<file path="src/rtl/thin_window.sv">
// thin_window: Zhang-Suen thinning sub-iteration stage with coordinate and frame tracking
module thin_window #(
  parameter int LINE_LEN  = 640,
  parameter int NUM_LINES = 480,
  parameter int XW        = 10,
  parameter int YW        = 9
) (
  input  logic          clk,
  input  logic          rst,
  input  logic          win_valid,
  input  logic          frame_start,
  input  logic          restart,
  input  logic          a0,
  input  logic          a1,
  input  logic          a2,
  input  logic          a3,
  input  logic          a4,
  input  logic          a5,
  input  logic          a6,
  input  logic          a7,
  input  logic          pix,
  output logic          pix_out,
  output logic          out_valid,
  output logic [XW-1:0] out_x,
  output logic [YW-1:0] out_y,
  output logic          subiter,
  output logic          frame_done,
  output logic          changed
);
  localparam logic [XW-1:0] X_LAST = XW'(LINE_LEN - 1);
  localparam logic [YW-1:0] Y_LAST = YW'(NUM_LINES - 1);
  logic [7:0] nb8, ring;
  logic [XW-1:0] x_q, x_d, cx, x1_q;
  logic [YW-1:0] y_q, y_d, cy, y1_q;
  logic [3:0] nb_d, na_d, nb1_q, na1_q;
  logic c_d, bord_d;
  logic v1_q, fs1_q, pix1_q, c1_q, bord1_q;
  logic del, last, sticky_base;
  logic pix_out_q, pix_out_d, out_valid_q, frame_done_q, changed_q, changed_d;
  logic subiter_q, subiter_d, sticky_q, sticky_d, flip_q;
  logic [XW-1:0] out_x_q;
  logic [YW-1:0] out_y_q;
  assign nb8  = {a7, a6, a5, a4, a3, a2, a1, a0};
  assign ring = {a0, a7, a6, a5, a4, a3, a2, a1};
  assign pix_out    = pix_out_q;
  assign out_valid  = out_valid_q;
  assign out_x      = out_x_q;
  assign out_y      = out_y_q;
  assign subiter    = subiter_q;
  assign frame_done = frame_done_q;
  assign changed    = changed_q;
  // Stage-1 combinational: neighbour count B, ring transitions A, C term, coordinates and border
  always_comb begin
    nb_d = 4'd0;
    na_d = 4'd0;
    for (int i = 0; i < 8; i++) begin
      nb_d = nb_d + {3'b0, nb8[i]};
      na_d = na_d + {3'b0, ~ring[i] & ring[(i + 1) % 8]};
    end
    c_d    = subiter_q ? (!(a1 & a3 & a7) & !(a1 & a5 & a7)) : (!(a1 & a3 & a5) & !(a3 & a5 & a7));
    cx     = frame_start ? '0 : x_q;
    cy     = frame_start ? '0 : y_q;
    bord_d = (cx == '0) | (cx == X_LAST) | (cy == '0) | (cy == Y_LAST);
    x_d    = (cx == X_LAST) ? '0 : cx + 1'b1;
    y_d    = (cx != X_LAST) ? cy : (cy == Y_LAST) ? '0 : cy + 1'b1;
  end
  // Stage-2 combinational: deletion decision and frame bookkeeping; restart overrides frame end
  always_comb begin
    del         = v1_q & pix1_q & (nb1_q >= 4'd2) & (nb1_q <= 4'd6) & (na1_q == 4'd1) & c1_q & !bord1_q;
    last        = v1_q & (x1_q == X_LAST) & (y1_q == Y_LAST);
    sticky_base = fs1_q ? 1'b0 : sticky_q;
    pix_out_d   = v1_q & pix1_q & !del;
    sticky_d    = restart ? 1'b0 : last ? 1'b0 : v1_q ? (sticky_base | del) : sticky_q;
    changed_d   = restart ? 1'b0 : last ? (sticky_base | del) : changed_q;
    subiter_d   = restart ? 1'b0 : flip_q ? ~subiter_q : subiter_q;
  end
  // Position counters plus the two pipeline stages; subiter flips one edge after frame_done
  always_ff @(posedge clk or posedge rst) begin
    if (rst) begin
      x_q          <= '0;
      y_q          <= '0;
      v1_q         <= 1'b0;
      fs1_q        <= 1'b0;
      pix1_q       <= 1'b0;
      c1_q         <= 1'b0;
      bord1_q      <= 1'b0;
      nb1_q        <= '0;
      na1_q        <= '0;
      x1_q         <= '0;
      y1_q         <= '0;
      pix_out_q    <= 1'b0;
      out_valid_q  <= 1'b0;
      out_x_q      <= '0;
      out_y_q      <= '0;
      frame_done_q <= 1'b0;
      changed_q    <= 1'b0;
      subiter_q    <= 1'b0;
      sticky_q     <= 1'b0;
      flip_q       <= 1'b0;
    end else begin
      if (win_valid) begin
        x_q <= x_d;
        y_q <= y_d;
      end
      v1_q         <= win_valid;
      fs1_q        <= win_valid & frame_start;
      pix1_q       <= pix;
      c1_q         <= c_d;
      bord1_q      <= bord_d;
      nb1_q        <= nb_d;
      na1_q        <= na_d;
      x1_q         <= cx;
      y1_q         <= cy;
      pix_out_q    <= pix_out_d;
      out_valid_q  <= v1_q;
      out_x_q      <= x1_q;
      out_y_q      <= y1_q;
      frame_done_q <= last;
      changed_q    <= changed_d;
      subiter_q    <= subiter_d;
      sticky_q     <= sticky_d;
      flip_q       <= last & ~restart;
    end
  end
endmodule

</file>
<file path="config.mk">
export PLATFORM = sky130hd
export DESIGN_NAME = thin_window
export DESIGN_NICKNAME = d
export VERILOG_FILES = /design/src/rtl/thin_window.sv
export SDC_FILE = /design/constraint.sdc
export NUM_CORES = 1
export LEC_CHECK = 0
export BUFFER_PORTS_ARGS = -buffer_cell sky130_fd_sc_hd__buf_2
export CAP_MARGIN = 5
export CORE_MARGIN = 2
export CORE_UTILIZATION = 40
export CTS_BUF_LIST = sky130_fd_sc_hd__clkbuf_4
export DETAILED_ROUTE_END_ITERATION = 16
export HOLD_SLACK_MARGIN = 0.12
export PLACE_DENSITY = 0.59
export SLEW_MARGIN = 20
export SYNTH_ARGS = -nofsm -noshare
export SYNTH_HDL_FRONTEND = slang
export SYNTH_SLANG_ARGS = --single-unit
</file>
<file path="constraint.sdc">
create_clock -name clk -period 4.4 [get_ports clk]
set_input_delay 0 -clock clk [delete_from_list [all_inputs] [get_ports clk]]
set_output_delay 0 -clock clk [all_outputs]
set_load 0.1 [all_outputs]
</file>
== Word level (Yosys, flattened, before mapping) ==
Cells that the tools add are included.

* Word-level logic and storage cells: 111
* Register bits: 77
* Input port bits: 14

* Mux-type cells: 14
* Reductions and logical operators: 11
* Eq/ne operators: 6
* $lt $le $gt $ge: 2
* $add $sub $neg: 16
* Bitwise operators: 42

{| class="wikitable"
|+ Operator list
! operator !! count
|-
| adder 4 x 1 -> 4 bit || 8
|-
| bitwise AND 1 bit || 28
|-
| two-way mux 9 bit || 3
|-
| == test 10 bit (second input constant) || 2
|-
| two-way mux 10 bit || 2
|-
| == test 9 bit (second input constant) || 2
|-
| adder 10 x 1 -> 10 bit (second input constant) || 1
|-
| zero test 10 bit || 1
|-
| inequality test 10 bit (second input constant) || 1
|-
| NOT 1 bit || 10
|-
| adder 9 x 1 -> 9 bit (second input constant) || 1
|-
| zero test 9 bit || 1
|-
| two-way mux 1 bit || 9
|-
| adder 3 x 1 -> 4 bit || 2
|-
| adder 2 x 1 -> 3 bit || 2
|-
| zero test 1 bit || 6
|-
| adder 1 x 1 -> 2 bit || 2
|-
| == test 4 x 1 -> 1 bit (second input constant) || 1
|-
| >= comparator 4 x 2 -> 1 bit (second input constant) || 1
|-
| less-or-equal comparator 4 x 3 -> 1 bit (second input constant) || 1
|-
| OR 1 bit || 4
|-
| nonzero test 2 bit || 2
|-
| nonzero test 3 bit || 1
|}

== Longest topological paths before layout ==
Gate-level depths: netlist (run 1).

* Depth after elaboration: 10
* Depth in mapped cells: 10

== Worst setup path after synthesis (run 1) ==
OpenSTA, ideal clock, no wires.

* Path type: input port to flip-flop
* Start: in a1
* End: reg na1_q[2]
* Required time: 4.277 ns
* Slack: 1.828 ns
* Cell stages on the path: 10
* Arrival: 2.449 ns
* Cells stage by stage: inv_1 -> nand2_1 -> fa_1 -> fa_1 -> inv_1 -> fa_1 -> ha_1 -> inv_1 -> fa_1 -> xnor2_1

* Cells in the longest elaborated chain, start to end: 9

{| class="wikitable"
|+ Ends and longest elaborated chain
! item !! line !! RTL
|-
| from (decl) || 14 || <nowiki>input logic a1,</nowiki>
|-
| NOT 1 bit || 58 || <nowiki>na_d = na_d + {3'b0, ~ring[i] & ring[(i + 1) % 8]};</nowiki>
|-
| bitwise AND 1 bit || 58 ||
|-
| adder 1 x 1 -> 2 bit || 58 ||
|-
| adder 2 x 1 -> 3 bit || 58 ||
|-
| adder 3 x 1 -> 4 bit || 58 ||
|-
| adder 4 x 1 -> 4 bit (3 in series) || 58 ||
|-
| adder 4 x 1 -> 4 bit (*) || 58 ||
|-
| via na_d[2] || 35 || <nowiki>logic [3:0] nb_d, na_d, nb1_q, na1_q;</nowiki>
|-
| to (signal assigned) || 111 || <nowiki>na1_q <= na_d;</nowiki>
|-
| to (decl) || 35 ||
|}

Mark *: on every way through the listed nets, which the timed path passes. The rest lies on a longest branch.
A chain may end at the register's enable or synchronous reset.

== Worst setup path in the final report (run 1) ==
* Start: in a2
* End: reg na1_q[2]

* Cells in the longest elaborated chain, start to end: 9

{| class="wikitable"
|+ Ends and longest elaborated chain
! item !! line !! RTL
|-
| from (decl) || 15 || <nowiki>input logic a2,</nowiki>
|-
| NOT 1 bit || 58 ||
|-
| bitwise AND 1 bit || 58 ||
|-
| adder 1 x 1 -> 2 bit (*) || 58 ||
|-
| adder 2 x 1 -> 3 bit (*) || 58 ||
|-
| adder 3 x 1 -> 4 bit (*) || 58 ||
|-
| adder 4 x 1 -> 4 bit (*) (4 in series) || 58 ||
|-
| via na_d[2] || 35 ||
|}

Marks and branches as above.

==> run_results.csv, run 1 <==
group,metric,value,unit
power,switching_power,0.000457,W
detailed_routing,route.antenna.remaining_nets,0,
min_path,worstHoldPathType,"input port to async pin",
critical_path,critPathRequiredTime,4.70,ns
clock_tree,post_cts_buffers,0,
detailed_routing,detailed_route_wire_length,6470,um
place,post_dp_cell_area,3700,sq um
critical_path,critPathCaptureType,"flip-flop",
detailed_routing,first_pass_iters,4,
layout,diodes,0,
clock_tree,cts_tree,"built",
critical_path,criticalPathCategory,"input port to flip-flop",
sta,final-setup-viol-count,0,
critical_path,worst-path-max-fanout,3,
sta,min_period_over_period,66.4,%
critical_path,worst_path_most_repeated_cell,"sky130_fd_sc_hd__fa_1",
synthesis,postSynth.asyncResetShare,100,%
grt,global_route.usage.total,15.1,%
power,power_leakage,1.94,nW
clock_tree,tritoncts.num_buffers,9,
clock_tree,cts_repair_resize_count,0,
grt,vias_in_the_first_global_route,2320,
floorplan,coreArea,8300,sq um
layout,nets,385,
floorplan,die_area,9370,sq um
synthesis,yosys_warning_count,0,
power,max-vdd-ir-drop,0.124,mV
critical_path,critPathArrivalTime,3.22,ns
detailed_routing,drc,0,
grt,grt_antenna_before_repair,0,
detailed_routing,drt_iter0_markers,89,
grt,grt_start_max_net_pins,47,
critical_path,cpPeakStageDelay,0.55,ns
sta,period_minus_slack,2.92,ns
synthesis,synthesis.area,3450,sq um
place,pre_cts_slack,1.53,ns
sta,hold_violation_count_in_the_final_report,0,
synthesis,flops_latches_synth,77,
sta,fin_ws,1.48,ns
detailed_routing,routed-via-count,2350,
clock_tree,cts_clock_pin_slew_for_the_worst_setup_and_hold_paths,0.14,ns
sta,slew_limit_fails,0,
critical_path,cp-start-kind,"input port",
critical_path,cp_cell_sequence,"dlygate4sd3_1 > buf_2 > nand2b_1 > fa_1 > fa_1 > inv_1 > fa_1 > ha_1 > inv_1 > fa_1 > xnor2_1",
power,combPwrFrac,16.0,%
synthesis,synth_unique_cells,51,
place,place_congestion,0.812,
clock_tree,root_buffer,"sky130_fd_sc_hd__clkbuf_4",
power,power.share.sequential,55.7,%
synthesis,most_frequently_used_flop_master_after_synthesis,"sky130_fd_sc_hd__dfrtp_1",
sta,fin_worst_hold_slack,0.211,ns
sta,worst_clock_skew,0.0148,ns
power,report.power.total,0.00142,W
synthesis,syn_area_per_cell,11.3,sq um
clock_tree,clock_path_buffers,2,
power,int_pwr,0.000961,W
sta,setup_tns,0,ns
floorplan,floorplan.initialDensity,41.5,%
status,outcome,"finished clean",
power,power_switching_share,32.2,%
place,numPortBuffers,37,
floorplan,dieWidth,96.8,um
synthesis,yosysSeqAreaShare,55.9,%
critical_path,critPathSlowestCell,"sky130_fd_sc_hd__fa_1",
detailed_routing,detail_route.vias_per_cell,5.09,
detailed_routing,wl_per_cell,14.0,um
clock_tree,clock-sinks,77,
floorplan,die_height,96.8,um
grt,overflow,0,
place,hpwl,4560,um
synthesis,synth_edf_count,0,
floorplan,num_io_pins,38,
layout,area_growth_from_synthesis_to_final_layout,14.1,%
sta,slew_headroom,54.4,%
power,power_density_over_the_cells,361,nW/um^2
sta,transition_at_the_pin_with_the_smallest_max_transition_slack,0.684,ns
clock_tree,ctsHtreeMaxLevel,3,
job,drv_cap,0,
synthesis,synthCells,305,
layout,final_cell_area,3930,sq um
synthesis,synth_fp_nets,338,
floorplan,rows,33,
layout,drive_gt1_share,16.5,%
power,power_frac_clock,28.4,%
clock_tree,clock_insertion_delay_worst_skew,0.42,ns
sta,max_freq,0.342,GHz
grt,first_pass_grt_wire_length,11500,um
sta,grt_setup_unrepaired,"false",
[repair_timing]
item / CTS / global route
hold buffers: 10 / 0
setup endpoints to repair: 0 / 0
hold endpoints to repair: 64 / 0
[cells by family (layout without fill, tap and decap cells)]
logic type | after synthesis | after routing | synth area share [%]
buf+inv | 49 | 101 | 6.14
mux | 5 | 5 | 1.45
compound gates | 48 | 48 | 9.37
flops | 77 | 77 | 55.9
simple gates | 104 | 104 | 17.7
xor+xnor | 3 | 3 | 0.763
fa+ha+maj | 19 | 19 | 8.64
[final timing paths]
kind                                    startpoint  slack [ns]  cells after the start            endpoint
min in group clk                                a1        0.22                      4  na1_q[0]$_DFF_PP0_
worst max register to register  x_q[0]$_DFFE_PP0P_        1.97                      7  y_q[7]$_DFFE_PP0P_
worst min register to register   x1_q[8]$_DFF_PP0_        0.39                      0  out_x[8]$_DFF_PP0_
worst max-delay path                            a2        1.48                     11  na1_q[2]$_DFF_PP0_
worst min-delay path                           rst        0.21                      3    flip_q$_DFF_PP0_
max in group asynchronous                      rst        3.16                      4  na1_q[1]$_DFF_PP0_
[power by group through the flow]
stage	registers [W]	clock network, W	logic [W]
after floorplan	0.000847	0	0.000128
after global placement	0.000803	0	0.000218
after detailed placement	0.000804	0	0.000222
after CTS	0.000790	0.000420	0.000231
after global routing	0.000797	0.000455	0.000257
final	0.000789	0.000402	0.000227
[through the flow]
| stage | util (%) | cells |
|---|---|---|
| floorplan | - | 305 |
| global placement | 44.6 | 436 |
| detailed placement | 44.6 | 436 |
| CTS | 47.4 | 462 |
| global route | 47.4 | 462 |
| finish | 47.4 | 462 |
[synthesized netlist by cell type, types with 2 or more instances]
master                      n  share of area [%]
sky130_fd_sc_hd__or4_1      5                1.1
sky130_fd_sc_hd__and3_1     2               0.36
sky130_fd_sc_hd__ha_1      11                4.0
sky130_fd_sc_hd__nand2b_1  10                1.8
sky130_fd_sc_hd__and2_1     2               0.36
sky130_fd_sc_hd__o21ai_0    9                1.3
sky130_fd_sc_hd__nand4b_1   4                1.0
sky130_fd_sc_hd__o311ai_1   2               0.51
sky130_fd_sc_hd__clkbuf_1   7               0.76
sky130_fd_sc_hd__nor2_1    12                1.3
sky130_fd_sc_hd__and4b_1    4                1.2
sky130_fd_sc_hd__mux2i_1    5                1.5
sky130_fd_sc_hd__dfrtp_1   77                 56
sky130_fd_sc_hd__nand3_1    9                1.3
sky130_fd_sc_hd__buf_6      3               0.98
sky130_fd_sc_hd__xnor2_1    3               0.76
sky130_fd_sc_hd__nor3_1     3               0.44
sky130_fd_sc_hd__inv_1     36                3.9
sky130_fd_sc_hd__nor2b_1   12                2.2
sky130_fd_sc_hd__nand4_1    7                1.3
sky130_fd_sc_hd__nor4_1     3               0.54
sky130_fd_sc_hd__o211ai_1   4               0.87
sky130_fd_sc_hd__nand2_1   23                2.5
sky130_fd_sc_hd__a21oi_1   11                1.6
sky130_fd_sc_hd__a31oi_1    8                1.5
sky130_fd_sc_hd__fa_1       8                4.6
[final cells by class]
cell class                      instances  area (sq um)
Timing Repair Buffer                   48           293
Fill cell                             772          4370
Multi-Input combinational cell        179          1310
Sequential cell                        77          1930
Clock inverter                          7          65.1
Clock buffer                            9          67.6
Inverter                               37           139
Tap cell                              105           131
[flip-flops by register name, summed over array words and instances, names as in the netlist, 4 cells and up]
name,count
out_x,10
x1_q,10
x_q,10
out_y,9
y1_q,9
y_q,9
na1_q,4
nb1_q,4
[critical path: cells and delay by family]
family / cells / cell delay, ns
xor gates and xnor gates: 1 / 0.15
adders and majority gates: 5 / 2.14
buffers and inverters: 4 / 0.77
and+or+nand+nor: 1 / 0.15
[per-layer routing]
layer  track usage, %  routed length (um)  part of all wire [%]
met1             22.0                3140                    49
met2             22.0                3000                    46
met3             3.97                 260                   4.0
met4             4.66                  68                   1.1
met5                0                   0                     0
[placed cells by master, fill, tap and decap left out, types with 2 or more instances in the layout]
cell,instances
sky130_fd_sc_hd__ha_1,11
sky130_fd_sc_hd__and4b_1,4
sky130_fd_sc_hd__clkinv_4,2
sky130_fd_sc_hd__dfrtp_1,77
sky130_fd_sc_hd__inv_6,2
sky130_fd_sc_hd__nand3_1,9
sky130_fd_sc_hd__o311ai_1,2
sky130_fd_sc_hd__nand4b_1,4
sky130_fd_sc_hd__a31oi_1,8
sky130_fd_sc_hd__nor4_1,3
sky130_fd_sc_hd__o21ai_0,9
sky130_fd_sc_hd__dlygate4sd3_1,10
sky130_fd_sc_hd__xnor2_1,3
sky130_fd_sc_hd__inv_8,2
sky130_fd_sc_hd__a21oi_1,11
sky130_fd_sc_hd__o211ai_1,4
sky130_fd_sc_hd__and2_1,2
sky130_fd_sc_hd__and3_1,2
sky130_fd_sc_hd__nor3_1,3
sky130_fd_sc_hd__nand4_1,7
sky130_fd_sc_hd__buf_2,37
sky130_fd_sc_hd__inv_1,35
sky130_fd_sc_hd__nand2_1,23
sky130_fd_sc_hd__nand2b_1,10
sky130_fd_sc_hd__fa_1,8
sky130_fd_sc_hd__nor2_1,12
sky130_fd_sc_hd__or4_1,5
sky130_fd_sc_hd__mux2i_1,5
sky130_fd_sc_hd__clkbuf_4,9
sky130_fd_sc_hd__nor2b_1,12
Power figures use the tool's default switching activity.
==> inputs of run 2 (changes only) <==
--- a/config.mk
+++ b/config.mk
@@ -5,6 +5,7 @@
 export SDC_FILE = /design/constraint.sdc
 export NUM_CORES = 1
 export LEC_CHECK = 0
+export ABC_AREA = 1
 export BUFFER_PORTS_ARGS = -buffer_cell sky130_fd_sc_hd__buf_2
 export CAP_MARGIN = 5
 export CORE_MARGIN = 2
==> constraint.sdc (replaced) <==
create_clock -name clk -period 2.7 [get_ports clk]
set_input_delay 0 -clock clk [delete_from_list [all_inputs] [get_ports clk]]
set_output_delay 0 -clock clk [all_outputs]
set_load 0.1 [all_outputs]
==> run 2 against run 1 <==
Clock power rose by 95%. Core utilization up 0.85 points. Worst setup slack worse by 1.3 ns. Clock skew down 0.00054 ns. Die area grew 4.5%. Via count up 11%. Sequential cell count did not move. Critical path type unchanged. Sequential power up 56%. Final cell count is 17% higher.
==> run_results.csv, run 2 <==
group,metric,value,unit
synthesis,synth_unique_cells,38,
synthesis,syn_area_per_cell,9.78,sq um
detailed_routing,drt_iter0_markers,164,
synthesis,synthesis.area,3610,sq um
floorplan,die_area,9800,sq um
sta,slew_limit_fails,0,
detailed_routing,routed-via-count,2602,
synthesis,synth_edf_count,0,
power,power_switching_share,26.8,%
clock_tree,clock_path_buffers,2,
job,drv_cap,0,
critical_path,cp_cell_sequence,"dlygate4sd3_1 > buf_2 > inv_1 > nand2_1 > fa_1 > inv_1 > fa_1 > ha_2 > inv_1 > fa_1 > xnor2_1",
synthesis,synth_top_cells_by_count,"sky130_fd_sc_hd__nand2_1, sky130_fd_sc_hd__dfrtp_1, sky130_fd_sc_hd__inv_1",
power,combPwrFrac,12.9,%
critical_path,worst-path-max-fanout,3,
clock_tree,cts_repair_resize_count,0,
layout,drive_gt1_share,21.9,%
critical_path,source_of_the_worst_register_to_register_timing_path,"x_q[1]$_DFFE_PP0P_",
critical_path,cpPeakStageDelay,0.54,ns
place,post_dp_cell_area,3940,sq um
grt,grt_antenna_before_repair,0,
layout,mostFrequentLayoutCells,"sky130_fd_sc_hd__nand2_1, sky130_fd_sc_hd__dfrtp_1, sky130_fd_sc_hd__inv_1",
detailed_routing,detailed_route_wire_length,7180,um
detailed_routing,wl_per_cell,13.3,um
synthesis,synthCells,369,
critical_path,critical_path.top_delay_family,"adder cells",
power,int_pwr,0.00169,W
clock_tree,root_buffer,"sky130_fd_sc_hd__clkbuf_4",
place,hpwl,5170,um
critical_path,rr_worst_depth,10,
power,power_frac_clock,33.8,%
critical_path,regToRegSetupSlack,0.80,ns
synthesis,most_frequently_used_flop_master_after_synthesis,"sky130_fd_sc_hd__dfrtp_1",
power,report.power.total,0.00232,W
sta,worst_clock_skew,0.0143,ns
detailed_routing,first_pass_iters,6,
synthesis,flops_latches_synth,77,
detailed_routing,detail_route.vias_per_cell,4.81,
synthesis,synth_fp_nets,402,
critical_path,critical_path.endpoint,"na1_q[2]$_DFF_PP0_",
sta,period_minus_slack,2.48,ns
grt,grt_start_max_net_pins,78,
synthesis,yosys_warning_count,0,
clock_tree,clock-sinks,77,
floorplan,rows,34,
clock_tree,cts_clock_pin_slew_for_the_worst_setup_and_hold_paths,0.11,ns
place,place_congestion,0.858,
sta,fin_ws,0.216,ns
sta,setup_tns,0,ns
floorplan,dieWidth,99.0,um
detailed_routing,drc,0,
power,max-vdd-ir-drop,0.228,mV
layout,area_growth_from_synthesis_to_final_layout,16.5,%
grt,global_route.usage.total,16.5,%
layout,diodes,0,
power,power_leakage,2.17,nW
sta,min_period_over_period,92.0,%
synthesis,synth.most_common_cell,"sky130_fd_sc_hd__nand2_1",
power,power.share.sequential,53.3,%
critical_path,critPathCaptureType,"flip-flop",
critical_path,critical_path_depth,11,
synthesis,netlist_top_cells_area,"sky130_fd_sc_hd__dfrtp_1, sky130_fd_sc_hd__nand2_1, sky130_fd_sc_hd__inv_1",
sta,transition_at_the_pin_with_the_smallest_max_transition_slack,0.943,ns
clock_tree,clock_insertion_delay_worst_skew,0.42,ns
critical_path,crit_start,"a7",
sta,grt_setup_unrepaired,"false",
sta,hold_violation_count_in_the_final_report,0,
sta,slew_headroom,37.1,%
critical_path,timing.rr.end,"y_q[5]$_DFFE_PP0P_",
power,power_density_over_the_cells,551,nW/um^2
min_path,worstHoldPathType,"input port to flip-flop",
sta,fin_worst_hold_slack,0.230,ns
place,numPortBuffers,37,
layout,fillerInstances,775,
critical_path,cp-start-kind,"input port",
synthesis,yosysSeqAreaShare,53.4,%
layout,final_common_cell,"sky130_fd_sc_hd__nand2_1",
layout,nets,461,
grt,first_pass_grt_wire_length,12700,um
clock_tree,cts_tree,"built",
detailed_routing,route.antenna.remaining_nets,0,
floorplan,num_io_pins,38,
sta,max_freq,0.403,GHz
power,switching_power,0.000621,W
floorplan,die_height,99.0,um
critical_path,critPathSlowestCell,"sky130_fd_sc_hd__dlygate4sd3_1",
critical_path,critPathRequiredTime,3.01,ns
clock_tree,ctsHtreeMaxLevel,3,
critical_path,criticalPathCategory,"input port to flip-flop",
clock_tree,tritoncts.num_buffers,9,
floorplan,coreArea,8720,sq um
synthesis,synth_top_area_share,53.4,%
floorplan,floorplan.initialDensity,41.4,%
grt,overflow,0,
place,pre_cts_slack,-0.127,ns
status,outcome,"finished clean",
synthesis,postSynth.asyncResetShare,100,%
sta,final-setup-viol-count,0,
critical_path,critPathArrivalTime,2.79,ns
synthesis,yosys.area.top_type,"sky130_fd_sc_hd__dfrtp_1",
grt,vias_in_the_first_global_route,2693,
critical_path,critical_path_buf_inv_count,5,
layout,final_cell_area,4200,sq um
run 2: cell families after synthesis:
logic type	count (synthesis)	share of synthesized area (%)
AOI/OAI and AO/OA	23	3.68
and+or+nand+nor	181	26.4
xor gates and xnor gates	4	0.971
buffers and inverters	65	7.28
DFF	77	53.4
adders and majority gates	19	8.25
run 2: layout make-up:
| class | count | area [sq um] | area share [%] |
|---|---|---|---|
| timing repair buffer | 53 | 330 | 7.86 |
| clock buffer | 10 | 75.1 | 1.79 |
| inverter | 60 | 228 | 5.42 |
| multi-input combinational | 227 | 1420 | 33.8 |
| clock inverter | 6 | 87.6 | 2.08 |
| sequential | 77 | 1930 | 45.8 |
| tap | 108 | 135 | 3.21 |
run 2: through the flow:
stage               utilization [%]  std cells
floorplan                         -        369
detailed placement             45.2        515
global placement               45.2        515
CTS                            48.2        541
global route                   48.2        541
finish                         48.2        541
run 2: tightest hold or removal path, delay by kind of cell:
family	cells	cell delay, ns
adder cells (fa/ha/maj)	2	0.36
buffers and inverters	1	0.11
AND/OR/NAND/NOR	1	0.14
run 2: how the worst min path moves through the flow:
| stage | startpoint | endpoint | slack (ns) | cells past startpoint |
|---|---|---|---|---|
| 5_1_grt | pix | pix1_q$_DFF_PP0_ | 0.23 | 2 |
| 3_3_place_gp | pix | pix1_q$_DFF_PP0_ | 0.11 | 1 |
| 2_1_floorplan | pix | pix1_q$_DFF_PP0_ | 0.03 | 0 |
| 6_report | a5 | na1_q[0]$_DFF_PP0_ | 0.23 | 4 |
| 3_5_place_dp | pix | pix1_q$_DFF_PP0_ | 0.12 | 1 |
| 4_1_cts | pix | pix1_q$_DFF_PP0_ | 0.21 | 2 |
run 2: repair_timing:
item,4_1_cts,5_1_grt
hold buffers,10,0
hold endpoints to repair,105,0
setup buffers,0,0
run 2: layer usage:
metal  global-route usage [%]  wire length, um  vias up
met3                     3.55              232       14
met2                     26.3             3490       46
met5                        0                0        -
met1                     21.6             3310     1245
li1                         -                -     1297
met4                     7.48              141        0
run 2: power groups by stage:
stage          registers [W]  clock network, W  logic (W)
2_1_floorplan        0.00129                 0   0.000170
3_3_place_gp         0.00125                 0   0.000280
3_5_place_dp         0.00126                 0   0.000287
4_1_cts              0.00123          0.000809   0.000304
5_1_grt              0.00124          0.000864   0.000340
6_report             0.00123          0.000783   0.000299
==> inputs of run 3 (changes only) <==
--- a/config.mk
+++ b/config.mk
@@ -9,11 +9,11 @@
 export BUFFER_PORTS_ARGS = -buffer_cell sky130_fd_sc_hd__buf_2
 export CAP_MARGIN = 5
 export CORE_MARGIN = 2
-export CORE_UTILIZATION = 40
+export CORE_UTILIZATION = 61
 export CTS_BUF_LIST = sky130_fd_sc_hd__clkbuf_4
 export DETAILED_ROUTE_END_ITERATION = 16
 export HOLD_SLACK_MARGIN = 0.12
-export PLACE_DENSITY = 0.59
+export PLACE_DENSITY = 0.83
 export SLEW_MARGIN = 20
 export SYNTH_ARGS = -nofsm -noshare
 export SYNTH_HDL_FRONTEND = slang
==> constraint.sdc (replaced) <==
create_clock -name clk -period 2.7 [get_ports clk]
set_input_delay 0 -clock clk [delete_from_list [all_inputs] [get_ports clk]]
set_output_delay 0 -clock clk [all_outputs]
set_load 0.005 [all_outputs]
==> run 3 against run 2 <==
First-iteration DRC count rose by 8.5%. Largest cell class unchanged. Clock power shrank 10%. Clock-buffer cell count is 1 lower. Sequential share of layout area grew 0.55 points. Maximum frequency grew 2.4%. Combinational power shrank 11%. Critical endpoint unchanged. Routed wire length up 2.7%. Critical path type unchanged. Final area down 1.2%. Largest power group unchanged. Worst hold slack got worse by 0.011 ns.
==> run_results.csv, run 3 (same netlist as run 2, synthesis figures left out) <==
group,metric,value,unit
sta,grt_setup_unrepaired,"false",
sta,hold_violation_count_in_the_final_report,0,
detailed_routing,drc,0,
place,pre_cts_slack,-0.144,ns
critical_path,critPathRequiredTime,3.01,ns
layout,postLayoutCoreUtil,71.4,%
sta,period_minus_slack,2.42,ns
critical_path,critPathArrivalTime,2.73,ns
power,max-vdd-ir-drop,0.374,mV
floorplan,die_height,80.9,um
clock_tree,clock_insertion_delay_worst_skew,0.43,ns
floorplan,dieWidth,80.9,um
sta,max_freq,0.412,GHz
detailed_routing,detail_route.vias_per_cell,5.43,
critical_path,cp_cell_sequence,"buf_2 > inv_1 > or2_2 > fa_1 > fa_1 > inv_1 > fa_1 > ha_2 > inv_1 > fa_1 > xnor2_1",
floorplan,floorplan.initialDensity,62.0,%
clock_tree,clock_path_buffers,2,
detailed_routing,detailed_route_wire_length,7370,um
grt,grt_util_met1,31.7,%
sta,fin_ws,0.275,ns
detailed_routing,routed-via-count,2756,
grt,grt.busiest_layer,"met2",
power,power_leakage,2.17,nW
layout,final_cell_area,4150,sq um
clock_tree,cts_tree,"built",
floorplan,die_area,6550,sq um
grt,grt_start_max_net_pins,44,
critical_path,worst_path_most_repeated_cell,"sky130_fd_sc_hd__fa_1",
status,outcome,"finished clean",
layout,mostFrequentLayoutCells,"sky130_fd_sc_hd__nand2_1, sky130_fd_sc_hd__dfrtp_1, sky130_fd_sc_hd__inv_1",
sta,slew_limit_fails,0,
grt,grt_antenna_before_repair,0,
grt,vias_in_the_first_global_route,2680,
job,drv_cap,0,
critical_path,timing.rr.end,"c1_q$_DFF_PP0_",
detailed_routing,first_pass_iters,5,
critical_path,worst-path-max-fanout,2,
clock_tree,tritoncts.num_buffers,9,
detailed_routing,drt_iter0_markers,178,
sta,transition_at_the_pin_with_the_smallest_max_transition_slack,0.730,ns
grt,gr-usage-met3,6.44,%
clock_tree,clock-sinks,77,
sta,final-setup-viol-count,0,
layout,diodes,0,
critical_path,cpPeakStageDelay,0.54,ns
grt,global_route.usage.total,24.9,%
power,power_density_over_the_cells,531,nW/um^2
sta,setup_tns,0,ns
clock_tree,post_cts_buffers,0,
floorplan,num_io_pins,38,
clock_tree,cts_clock_pin_slew_for_the_worst_setup_and_hold_paths,0.14,ns
critical_path,critPathCaptureType,"flip-flop",
layout,area_growth_from_synthesis_to_final_layout,15.1,%
layout,nets,461,
detailed_routing,wl_per_cell,14.5,um
sta,worst_clock_skew,0.0219,ns
critical_path,rr_worst_depth,4,
min_path,worstHoldPathType,"input port to async pin",
clock_tree,root_buffer,"sky130_fd_sc_hd__clkbuf_4",
critical_path,regToRegSetupSlack,0.59,ns
critical_path,critPathSlowestCell,"sky130_fd_sc_hd__fa_1",
floorplan,rows,28,
sta,min_period_over_period,89.8,%
clock_tree,cts_hold_buf,10,
sta,slew_headroom,51.3,%
critical_path,criticalPathCategory,"input port to flip-flop",
place,numPortBuffers,37,
place,hpwl,5160,um
floorplan,coreArea,5820,sq um
clock_tree,ctsHtreeMaxLevel,3,
grt,first_pass_grt_wire_length,12300,um
layout,drive_gt1_share,21.7,%
place,post_dp_cell_area,3910,sq um
layout,final_common_cell,"sky130_fd_sc_hd__nand2_1",
critical_path,cp-start-kind,"input port",
place,place_congestion,0.856,
grt,met2_layer_usage_reported_by_global_route,40.2,%
detailed_routing,route.antenna.remaining_nets,0,
critical_path,source_of_the_worst_register_to_register_timing_path,"subiter$_DFFE_PP0P_",
sta,fin_worst_hold_slack,0.219,ns
clock_tree,cts_repair_resize_count,0,
grt,overflow,0,
## run 3: cell type report
class	instances	area, sq um
flip-flops and latches	77	1930
fillers	399	1660
multi-input cells	227	1420
repair buffers	53	343
inverters	60	228
well taps	75	93.8
clock inverters	7	73.8
clock buffers	9	67.6
## run 3: worst max path at each step
stage,start,to,cells after the start
detailed placement,a3,na1_q[2]$_DFF_PP0_,11
finish,a3,na1_q[2]$_DFF_PP0_,11
global placement,a3,na1_q[1]$_DFF_PP0_,11
global route,a3,na1_q[2]$_DFF_PP0_,11
CTS,a3,na1_q[2]$_DFF_PP0_,11
floorplan,a3,na1_q[2]$_DFF_PP0_,10
## run 3: stage by stage
step / power, W / instances
finish: 0.00220 / 508
global route: 0.00231 / 508
CTS: 0.00220 / 508
detailed placement: 0.00150 / 482
global placement: 0.00148 / 482
floorplan: 0.00142 / 369
## run 3: report_power, final
group	switching (W)	total [W]	internal, W	leakage [nW]
logic	0.000162	0.000266	0.000104	1.05
registers	0.0000273	0.00124	0.00121	1.04
clock network	0.000418	0.000703	0.000286	0.0779
total	0.000607	0.00220	0.00160	2.17
## run 3: critical path: cells and delay by family
kind / cells / cell delay [ns]
fa+ha+maj: 5 / 2.07
simple gates: 1 / 0.28
buf+inv: 4 / 0.25
xor+xnor: 1 / 0.14
## run 3: per-layer routing
metal	routed length, um	vias to the layer above
met2	3620	106
met4	190	0
met5	0	-
li1	-	1297
met3	466	20
met1	3090	1333
